## src/rtl/bottomhalf_cmd_sched.sv

```systemverilog
// Queued command scheduler: FIFO of host commands, dispatch/run/post-delay FSM.
// Optional command watchdog compiled in with CMD_SCHED_TIMEOUT_EN.
module bottomhalf_cmd_sched #(
  parameter int DEPTH      = 4,
  parameter int OSC_MHZ    = 24,
  parameter int TIMEOUT_US = 2730
) (
  input  logic                     osc_signal,
  input  logic                     rst,
  input  logic                     wr_stb,
  input  logic [7:0]               wr_data,
  input  logic                     flush_stb,
  input  logic                     err_clr_stb,
  output logic                     cmd_start,
  output logic [3:0]               cmd_nr,
  input  logic                     cmd_done,
  output logic                     busy,
  output logic [$clog2(DEPTH):0]   fifo_level,
  output logic                     overflow,
  output logic                     timeout,
  output logic [7:0]               status
);

  localparam int AW = $clog2(DEPTH);

  if (DEPTH < 2 || DEPTH > 16 || (1 << AW) != DEPTH || TIMEOUT_US < 1)
    $error("bottomhalf_cmd_sched: bad parameters");

  typedef enum logic [1:0] {IDLE, START, RUN, POSTDLY} state_t;

  state_t      state;
  logic [7:0]  mem [DEPTH];
  logic [AW-1:0] wp, rp;
  logic [3:0]  code;
  logic [15:0] dly;
  logic [7:0]  head;
  logic        full, pop, push, drop;
  logic        to_set, fin, active_n;
  logic        ov_n, to_n;
  logic [AW:0] level_n;
  logic [3:0]  lvl4;

`ifdef CMD_SCHED_TIMEOUT_EN
  localparam int WD_LOAD = TIMEOUT_US * OSC_MHZ - 1;
  localparam int WDW     = $clog2(TIMEOUT_US * OSC_MHZ + 1);
  logic [WDW-1:0] wd;
`endif

  always_comb begin
    head    = mem[rp];
    full    = fifo_level == (AW+1)'(DEPTH);
    pop     = (state == IDLE) && (fifo_level != '0);
    push    = wr_stb && !flush_stb && (!full || pop);
    drop    = wr_stb && !flush_stb && full && !pop;
    level_n = flush_stb ? '0
            : fifo_level + (AW+1)'(push) - (AW+1)'(pop);
`ifdef CMD_SCHED_TIMEOUT_EN
    to_set  = (state == RUN) && !cmd_done && (wd == '0);
`else
    to_set  = 1'b0;
`endif
    fin      = ((state == RUN) && cmd_done && (code == 4'd0))
            || ((state == POSTDLY) && (dly == 16'd0))
            || to_set;
    active_n = (state == IDLE) ? pop : !fin;
    // Error set wins over a same-cycle clear.
    ov_n = drop   | (overflow & ~err_clr_stb);
    to_n = to_set | (timeout  & ~err_clr_stb);
    lvl4 = 4'(level_n);
  end

  always_ff @(posedge osc_signal) begin
    if (push) mem[wp] <= wr_data;
  end

  always_ff @(posedge osc_signal) begin
    if (rst) begin
      state      <= IDLE;
      cmd_start  <= 1'b0;
      cmd_nr     <= 4'd0;
      code       <= 4'd0;
      dly        <= 16'd0;
      wp         <= '0;
      rp         <= '0;
      fifo_level <= '0;
      busy       <= 1'b0;
      overflow   <= 1'b0;
      timeout    <= 1'b0;
      status     <= 8'd0;
`ifdef CMD_SCHED_TIMEOUT_EN
      wd         <= '0;
`endif
    end else begin
      wp <= flush_stb ? '0 : (push ? wp + AW'(1) : wp);
      rp <= flush_stb ? '0 : (pop  ? rp + AW'(1) : rp);
      fifo_level <= level_n;
      overflow   <= ov_n;
      timeout    <= to_n;
      busy       <= active_n || (level_n != '0);
      status     <= {ov_n, to_n, active_n || (level_n != '0), 1'b0, lvl4};
      cmd_start  <= 1'b0;
      unique case (state)
        IDLE: if (pop) begin
          cmd_nr    <= head[3:0];
          code      <= head[7:4];
          cmd_start <= 1'b1;
          state     <= START;
        end
        START: begin
          state <= RUN;
`ifdef CMD_SCHED_TIMEOUT_EN
          wd    <= WDW'(WD_LOAD);
`endif
        end
        RUN: if (cmd_done) begin
          if (code == 4'd0) state <= IDLE;
          else begin
            dly   <= 16'(int'(code) * 16 * OSC_MHZ - 1);
            state <= POSTDLY;
          end
        end
`ifdef CMD_SCHED_TIMEOUT_EN
        else if (wd == '0) state <= IDLE;
        else wd <= wd - WDW'(1);
`endif
        POSTDLY: begin
          if (dly == 16'd0) state <= IDLE;
          else dly <= dly - 16'd1;
        end
        default: state <= IDLE;
      endcase
    end
  end

endmodule

```

## config.mk

```make
export PLATFORM = sky130hd
export DESIGN_NAME = bottomhalf_cmd_sched
export DESIGN_NICKNAME = d
export VERILOG_FILES = /design/src/rtl/bottomhalf_cmd_sched.sv
export SDC_FILE = /design/constraint.sdc
export NUM_CORES = 1
export LEC_CHECK = 0
export ABC_AREA = 1
export CORE_MARGIN = 2
export CORE_UTILIZATION = 62
export CTS_BUF_LIST = sky130_fd_sc_hd__clkbuf_8 sky130_fd_sc_hd__clkbuf_16
export CTS_CLUSTER_DIAMETER = 60
export DETAILED_ROUTE_END_ITERATION = 10
export MAX_ROUTING_LAYER = met4
export PLACE_DENSITY = 0.84
export SETUP_SLACK_MARGIN = 0.15
export SLEW_MARGIN = 20
export SYNTH_ARGS = -nofsm -noshare
export SYNTH_HDL_FRONTEND = slang
export SYNTH_SLANG_ARGS = --single-unit
export TNS_END_PERCENT = 50
```

## constraint.sdc

```tcl
create_clock -name osc_signal -period 5.9 [get_ports osc_signal]
set_clock_uncertainty 0.1 [all_clocks]
set_input_delay 1.18 -clock osc_signal [delete_from_list [all_inputs] [get_ports osc_signal]]
set_output_delay 1.18 -clock osc_signal [all_outputs]
set_load 0.02 [all_outputs]
```

==> results by stage, run 1 <==
Outcome:
- The flow ran to the end, and the final reports show no timing, DRC or antenna violations.

Timing:
- Measured against its own limit, the worst slew margin works out to a little under half.
- The slew of the pin with the lowest slew margin is 800 ps.
- Setup violations remaining at the end of the flow were counted as 0.
- The final critical path takes up around 60% of the cycle.
- The number of hold-slack violations in the final timing report is 0.
- The total count of max-transition violations in the final report came to 0.
- The worst path needs 3530 ps of the cycle, external delays included.
- For the final routed database, the setup TNS stands at 0 ps.
- Setup repair after global routing left no endpoint under its margin.
- The maximum frequency from static timing analysis is between 200 and 300 MHz.

Job:
- The max-cap violation count is 0.

Clock tree:
- Clock latency on the worst-skew pair, taken at its later pin, is ~340 ps.
- The number of gates resized after cts is 0.
- The cts-stage hold buffer count is 0.
- In this run the post-CTS setup repair buffer count came out at 0.
- The TritonCTS clock tree is built.
- The H-tree was split into 3 levels.
- Clock tree synthesis found a total of between 60 and 70 sinks.
- No sink is reached through more buffers than the 2 on the longest clock path.
- The root buffer cell is sky130_fd_sc_hd__clkbuf_8.
- After clock tree synthesis, the clock-pin slew on the worst setup and hold paths is 70 ps.
- Counting the buffers created by CTS gives 9.

GRT:
- The via count of the first global-routing pass is 2743.
- The pin count of the biggest net entering global routing is 20.
- The first-pass GRT wire length is ~12000 microns.
- The number of antenna violations at the first check in global routing is 0.
- The overall global routing resource usage is approximately a quarter.
- For this run the aggregate overflow at the end of global routing stands at 0.

Floorplan:
- In this run the core area contains 27 standard-cell rows.
- The chip height is 80.1 microns.
- In this run the standard cell core region covers 5540 sq um.
- The die covers 6420 sq um.
- For this configuration, the core starts out at a cell density of about 65%.
- The width of the die is 80.1 microns.
- For this design the top-level I/O count stands at 33.

Layout:
- The growth of design area from synthesis to finish is 13.2%.
- Cells with a size suffix above 1 make up 8.09% of the layout.
- For this run, the post-layout net count is 507.
- The repair_antennas step left the layout with diodes totalling 0.
- Summing all non-filler instances in the final layout gives an area of 4070 sq um.

Setup path:
- The capture point of the worst reg-to-reg path is status[5].
- The class of the most critical setup path is input port to flip-flop.
- Data on the critical path is required at its endpoint by 6000 ps.
- The internal reg-to-reg setup slack is 3010 ps.
- The data arrival time at the worst-slack endpoint is 3620 ps.
- The nature of the critical path startpoint is an input port.
- The worst register-to-register path has a depth of 14.
- Along the worst path, the maximum fanout reaches 9.
- The endpoint class of the critical path is a flip-flop.
- The start of the worst register-to-register path is fifo_level[1].

Placement:
- The instance area at placement is 3870 sq um.
- Detailed placement finished with a half-perimeter wire length of roughly 5000 microns.
- Routability-driven placement finished with a final weighted congestion of 0.857.
- The number of port buffers is 30.

Min path:
- The type of the worst min-delay path is flip-flop to flip-flop.
- The count of cells along the worst hold path is 2.
- The hold path endpoint is status[6].
- The start point of the worst min-delay path is status[6].

Drt:
- Dividing the detail-routed wire length by the instance count gives 13.3 microns.
- The first detailed-routing pass ran for 7 iterations.
- The detailed router placed 2975 vias in this run.
- The count of nets left with antenna violations once routing finished came out at 0.
- The number of DRC markers in iteration 0 is between 200 and 250.
- The routed design has 7370 microns of wire.
- For this run, design rule violations remaining after detail routing come to 0.
- In the routed layout, each cell is associated on average with a via count of 5.37.

Yosys:
- Yosys mapped a number of flops with a built-in enable equal to 32.
- The most used flip-flop cell after synthesis is sky130_fd_sc_hd__dfxtp_1.
- The count of yosys warnings during synthesis is 0.
- After synthesis, the share of flip-flops with an asynchronous set or reset is 0%.
- The sequential fraction of the synthesis area is 47.3%.
- Synthesis instantiated 37 different standard cells from the library.
- The synthesis-stage register bit count is 69.
- The mapped netlist covers 3590 sq um.
- The average instance in the mapped netlist occupies 7.92 sq um.
- The cell count after synthesis came out at 454.

Power:
- In this run the static leakage power is 1.71 nW.
- The peak ir drop on the vdd network is 284 uV.
- The total power density per cell area is about 470 nW/um^2.
[through the flow]
step / util [%] / total power, mW / std cells / setup WS [ps] / hold slack [ps]
6_report: 73.4 / 1.92 / 554 / 2370 / 358
5_1_grt: 73.4 / 2.07 / 554 / 2220 / 414
4_1_cts: 73.4 / 1.92 / 554 / 2420 / 359
3_5_place_dp: 69.8 / 1.53 / 538 / 2160 / 346
3_3_place_gp: 69.8 / 1.50 / 538 / 2300 / 343
2_1_floorplan: - / 1.33 / 455 / 2900 / 356
[per-layer routing]
metal | routed length [microns] | vias up | part of all wire, % | global-route usage (%)
met1 | 3000 | 1379 | 41 | 26.8
met3 | 353 | 12 | 4.8 | 6.74
met4 | 117 | 0 | 1.6 | 10.8
met2 | 3900 | 84 | 53 | 43.8
met5 | 0 | - | 0 | -
li1 | - | 1500 | - | -
[cells by family (layout without fill, tap and decap cells)]
logic type / Yosys count / in the layout / share of synthesized area [%]
buf+inv: 73 / 100 / 9.05
fa+ha+maj: 16 / 16 / 5.99
simple gates: 227 / 227 / 27.1
xor+xnor: 1 / 1 / 0.244
flops: 69 / 69 / 47.3
compound gates: 67 / 67 / 10.1
other cells: 1 / 2 / 0.104
[worst max-delay path, stage by stage]
cell and delay, ps:
sky130_fd_sc_hd__clkdlybuf4s50_1 500, sky130_fd_sc_hd__nor2_1 180, sky130_fd_sc_hd__nand2_1 200, sky130_fd_sc_hd__ha_1 360, sky130_fd_sc_hd__inv_1 80, sky130_fd_sc_hd__ha_1 140, sky130_fd_sc_hd__inv_1 50, sky130_fd_sc_hd__fa_1 380
sky130_fd_sc_hd__a21oi_1 240, sky130_fd_sc_hd__nor3_1 90, sky130_fd_sc_hd__nor3_1 140, sky130_fd_sc_hd__a21oi_1 90
[report_power, final]
group	switching, mW	internal [mW]	leakage [nW]
clock network	0.178	0.207	0.104
registers	0.0762	0.573	0.592
logic	0.557	0.332	1.01
total	0.811	1.11	1.71
[layout make-up]
| cell class | count | area [sq um] |
|---|---|---|
| repair buffers | 30 | 300 |
| well taps | 72 | 90.1 |
| multi-input cells | 313 | 1570 |
| flip-flops and latches | 69 | 1700 |
| clock inverters | 6 | 63.8 |
| inverters | 54 | 203 |
| clock buffers | 10 | 138 |
| fillers | 415 | 1470 |
[cell usage in the layout (no fill, tap or decap), types with 4 or more instances in the layout]
cell,instances
sky130_fd_sc_hd__ha_1,14
sky130_fd_sc_hd__inv_1,48
sky130_fd_sc_hd__clkdlybuf4s50_1,30
sky130_fd_sc_hd__clkbuf_8,10
sky130_fd_sc_hd__a31oi_1,8
sky130_fd_sc_hd__nand3_1,25
sky130_fd_sc_hd__nor3_1,4
sky130_fd_sc_hd__edfxtp_1,32
sky130_fd_sc_hd__or2_2,4
sky130_fd_sc_hd__a21oi_1,15
sky130_fd_sc_hd__inv_2,6
sky130_fd_sc_hd__nand3_2,4
sky130_fd_sc_hd__o21ai_0,35
sky130_fd_sc_hd__dfxtp_1,37
sky130_fd_sc_hd__nand2_1,79
sky130_fd_sc_hd__nor2_1,96
[state kept, by name, indices dropped and copies added (netlist names)]
name and cells:
mem 32, dly 16, overflow 1, cmd_nr 4, code 4, status 3, wp 2, rp 2
state 2, fifo_level 2, cmd_start 1
[synthesized netlist by cell type (3+ instances only)]
library cell               instances  area, sq um
sky130_fd_sc_hd__nor2_1           96          360
sky130_fd_sc_hd__nand2_1          79          297
sky130_fd_sc_hd__inv_1            47          176
sky130_fd_sc_hd__dfxtp_1          37          741
sky130_fd_sc_hd__o21ai_0          35          175
sky130_fd_sc_hd__edfxtp_1         32          961
sky130_fd_sc_hd__nand3_1          25          125
sky130_fd_sc_hd__a21oi_1          15         75.1
sky130_fd_sc_hd__ha_1             14          175
sky130_fd_sc_hd__a31oi_1           8         50.1
sky130_fd_sc_hd__buf_4             8         60.1
sky130_fd_sc_hd__inv_2             6         22.5
sky130_fd_sc_hd__buf_2             5         25.0
sky130_fd_sc_hd__clkbuf_1          4         15.0
sky130_fd_sc_hd__nand3_2           4         40.0
sky130_fd_sc_hd__nor3_1            4         20.0
sky130_fd_sc_hd__or2_2             4         25.0
sky130_fd_sc_hd__a21oi_2           3         26.3
sky130_fd_sc_hd__nand3b_1          3         22.5
sky130_fd_sc_hd__nor2_2            3         18.8
sky130_fd_sc_hd__o21ai_1           3         15.0
[worst max-delay path by stage]
stage | from | end | slack, ps | depth (start not counted)
floorplan | wr_stb | status[5] | 2900 | 11
global placement | flush_stb | status[5] | 2300 | 11
detailed placement | flush_stb | status[5] | 2160 | 12
CTS | flush_stb | status[5] | 2420 | 12
global route | flush_stb | status[5] | 2220 | 12
finish | flush_stb | status[5] | 2370 | 12
Note: power is estimated with default switching activity, not from simulation.
==> run 2: changes to the inputs <==
--- a/config.mk
+++ b/config.mk
@@ -7,12 +7,12 @@
 export LEC_CHECK = 0
 export ABC_AREA = 1
 export CORE_MARGIN = 2
-export CORE_UTILIZATION = 62
+export CORE_UTILIZATION = 52
 export CTS_BUF_LIST = sky130_fd_sc_hd__clkbuf_8 sky130_fd_sc_hd__clkbuf_16
 export CTS_CLUSTER_DIAMETER = 60
 export DETAILED_ROUTE_END_ITERATION = 10
 export MAX_ROUTING_LAYER = met4
-export PLACE_DENSITY = 0.84
+export PLACE_DENSITY = 0.75
 export SETUP_SLACK_MARGIN = 0.15
 export SLEW_MARGIN = 20
 export SYNTH_ARGS = -nofsm -noshare
==> constraint.sdc (replaced) <==
create_clock -name osc_signal -period 2.86 [get_ports osc_signal]
set_clock_uncertainty 0.1 [all_clocks]
set_input_delay 0.572 -clock osc_signal [delete_from_list [all_inputs] [get_ports osc_signal]]
set_output_delay 0.572 -clock osc_signal [all_outputs]
set_load 0.02 [all_outputs]
==> results by stage, run 2 (synthesis gave the netlist of run 1 again) <==
Placement:
- The instance area at placement came to 3940 sq um (+2.0%).
- The cell count after placement is 555 (+3.2%).
- The placer congestion estimate is 0.910 (+6.2%).
- The detailed placement HPWL is 4900 microns (-3.3%).
- The pre-CTS setup slack was -63.7 ps (-2220 ps).
- The number of port buffers was 30 (unchanged).

Drt:
- The post-detailed-route count of antenna-violating nets is 0 (unchanged).
- The detailed-routing iteration count for the pre-antenna-repair pass was 5 (-2).
- The routed length per instance is 12.3 microns (-7.6%).
- The detailed-route DRC error count came to 0 (unchanged).
- The via-per-instance ratio is 5.10 (-5.0%).
- The detailed-route via count was 2912 (-2.1%).
- The routed wire length came to 7020 microns (-4.7%).
- The number of DRC markers in iteration 0 is 93 (-54%).

Clock tree:
- The TritonCTS clock tree is built.
- The count of H-tree levels built during CTS was 3 (unchanged).
- The maximum buffer depth of the clock tree is 2 (unchanged).
- The number of sinks handled by clock tree synthesis came to 69 (unchanged).
- The clock insertion delay at the later pin of the skew report is 340 ps (about the same).
- The buffers inserted during post-CTS setup optimization was 0 (unchanged).
- The cts-stage hold buffer count is 0 (unchanged).
- In this run the clock root is driven by a sky130_fd_sc_hd__clkbuf_8.
- The clock-pin slew of the registers on the worst-case setup and hold paths is 80 ps (about the same).
- The TritonCTS buffer count is 9 (unchanged).

Layout:
- The largest registers in the layout are mem (32), dly (16).
- The sequential cell area was 1700 sq um (about the same).
- The count of fill cells added during filler insertion is 598 (+44%).
- The register with the most flip-flops in the final layout is mem.
- The fraction of layout cells with a size suffix above 1 is 10.2% (+2.1 points).
- The area of combinational cells with multiple inputs is 1590 sq um (+0.88%).
- The final layout net count is 516 (+1.8%).
- The library cells used most frequently in the layout, excluding fill and tap cells, are sky130_fd_sc_hd__nor2_1, sky130_fd_sc_hd__nand2_1, sky130_fd_sc_hd__inv_1.
- The most common cell after layout, fill and taps aside is sky130_fd_sc_hd__nor2_1.
- The area growth from synthesis to layout is 14.8%.
- The final design utilization came to 61.1% (-12 points).
- The number of flip-flops in the largest register was 32 (unchanged).
- The area of all placed cells without fillers is 4130 sq um (+1.4%).
- The non-filler instance count after layout was 571 (+3.1%).
- The number of antenna diodes was 0 (unchanged).

GRT:
- The overall global routing resource usage came to 20.2% (-4.9 points).
- The total overflow reported by the global router came to 0 (unchanged).
- The number of antenna violations at the first check in global routing came to 0 (unchanged).
- The pin count of the biggest net entering global routing was 19 (-5.0%).
- The via count of the first global-routing pass is 2635 (-3.9%).
- The first-pass GRT wire length came to 11500 microns (-2.6%).

Setup path:
- STA classifies the critical path endpoint as a flip-flop.
- On the critical path, the stage with the largest delay is an instance of sky130_fd_sc_hd__fa_1.
- The number of buffer and inverter stages on the critical path is 5 (+2).
- The data required time at the worst endpoint was 3030 ps (-2970 ps).
- The biggest cell delay along the critical path is 400 ps (-100 ps).
- The worst setup path is of the flip-flop to flip-flop kind.
- The highest net fanout along the worst path is 6 (-3).
- Walking the worst path, the cells encountered are inv_1 -> nand2_1 -> or2_2 -> nand2_1 -> inv_2 -> ha_1 -> inv_1 -> ha_1 -> inv_1 -> fa_1 -> inv_1 -> nor2_1 -> nor3_2 -> nor3_2 -> a21oi_1.
- The cell seen most often among critical-path stages is sky130_fd_sc_hd__inv_1.
- The cell family contributing the most delay on the critical path is simple AND/OR/NAND/NOR gates.
- The data arrival time at the worst-slack endpoint came to 2680 ps (-940 ps).
- The worst setup path is launched from a flip-flop.

Job:
- The max-cap violation count was 0 (unchanged).

Timing:
- The setup slack after layout came to 353 ps (-2020 ps).
- The slew of the pin with the lowest slew margin was 562 ps (-239 ps).
- The total count of max-transition violations in the final report is 0 (unchanged).
- Of the available clock period, the critical path in the final layout requires ~88%.
- The remaining max-slew budget at the tightest pin is 62.5% (+16 points).
- The final critical-path required period is 2510 ps.
- The number of hold-slack violations in the final timing report is 0 (unchanged).
- The total of endpoints with negative setup slack in the final report is 0 (unchanged).
- Setup repair after global routing left no endpoint under its margin.
- The maximum frequency from static timing analysis is 399 MHz.

Floorplan:
- The cell row count came to 30 (+11%).
- The top-level port count is 33 (unchanged).
- The effective utilization at floorplan is 53.2% (-12 points).
- The width of the die is 87.1 microns (+8.7%).
- The chip height is 87.1 microns (+8.7%).
- The overall die area came to 7590 sq um (+18%).
- The area of the core is 6760 sq um (+22%).

Outcome:
- The run finished with clean final reports.

Power:
- The total power density per cell area is 934 nW/um^2 (+98%).
- The leakage power summed over all cells is 1.74 nW (+1.7%).
- The peak ir drop on the vdd network is 524 uV (+85%).

Min path:
- In this run the worst hold path is classified as flip-flop to flip-flop.
-- run 2: changes by cell type in the layout (fill, tap and decap cells not counted) --
cell / delta
sky130_fd_sc_hd__inv_6: -1
sky130_fd_sc_hd__nor3_2: +2
sky130_fd_sc_hd__buf_4: +9
sky130_fd_sc_hd__a21oi_2: +1
sky130_fd_sc_hd__dfxtp_1: -1
sky130_fd_sc_hd__nor3_1: -2
sky130_fd_sc_hd__dfxtp_2: +1
sky130_fd_sc_hd__clkinvlp_4: +1
sky130_fd_sc_hd__clkinv_4: +1
sky130_fd_sc_hd__clkinv_1: +2
sky130_fd_sc_hd__bufinv_16: -1
sky130_fd_sc_hd__clkinv_2: -1
sky130_fd_sc_hd__clkbuf_8: -1
sky130_fd_sc_hd__a21oi_1: -1
-- run 2: final cells by class --
type	count	area share, %
Clock buffer	9	3.00
Multi-Input combinational cell	313	38.4
Timing Repair Buffer	39	8.91
Inverter	54	4.91
Tap cell	80	2.43
Clock inverter	7	1.06
Sequential cell	69	41.3
-- run 2: metal layers --
metal	GRT usage (%)	wire, microns	vias to the layer above
met4	5.31	59	0
met5	-	0	-
met3	5.21	256	5
met2	35.3	3680	58
li1	-	-	1520
met1	23.2	3030	1329
-- run 2: path summary, 6_finish.rpt --
path / from / end / slack, ps / cells after the start
max reg2reg: fifo_level[1] / status[5] / 350 / 15
min: status[6] / status[6] / 360 / 2
max: fifo_level[1] / status[5] / 350 / 15
min reg2reg: status[6] / status[6] / 360 / 2
-- run 2: what timing repair did --
| action | 4_1_cts | 5_1_grt |
|---|---|---|
| endpoints found under the hold margin | 0 | 0 |
| gates resized for setup | 0 | 4 |
| setup endpoints to repair | 0 | 1 |
-- run 2: worst min-delay path, stage by stage, from the launching register on --
cell and delay, ps:
sky130_fd_sc_hd__dfxtp_1 330, sky130_fd_sc_hd__nand2_1 60, sky130_fd_sc_hd__nor2_1 30
-- run 2: through the flow --
stage	power, mW	hold WS [ps]	TNS [ps]
CTS	3.86	361	0
detailed placement	3.18	349	-63.7
global placement	3.12	339	0
finish	3.85	357	0
global route	4.21	376	0
floorplan	2.74	356	0
-- run 2: report_power, final --
part	switching [mW]	leakage (nW)	total, mW	internal, mW
logic	1.15	1.06	1.85	0.705
clock network	0.366	0.0817	0.674	0.308
registers	0.144	0.592	1.33	1.18
total	1.66	1.74	3.85	2.20
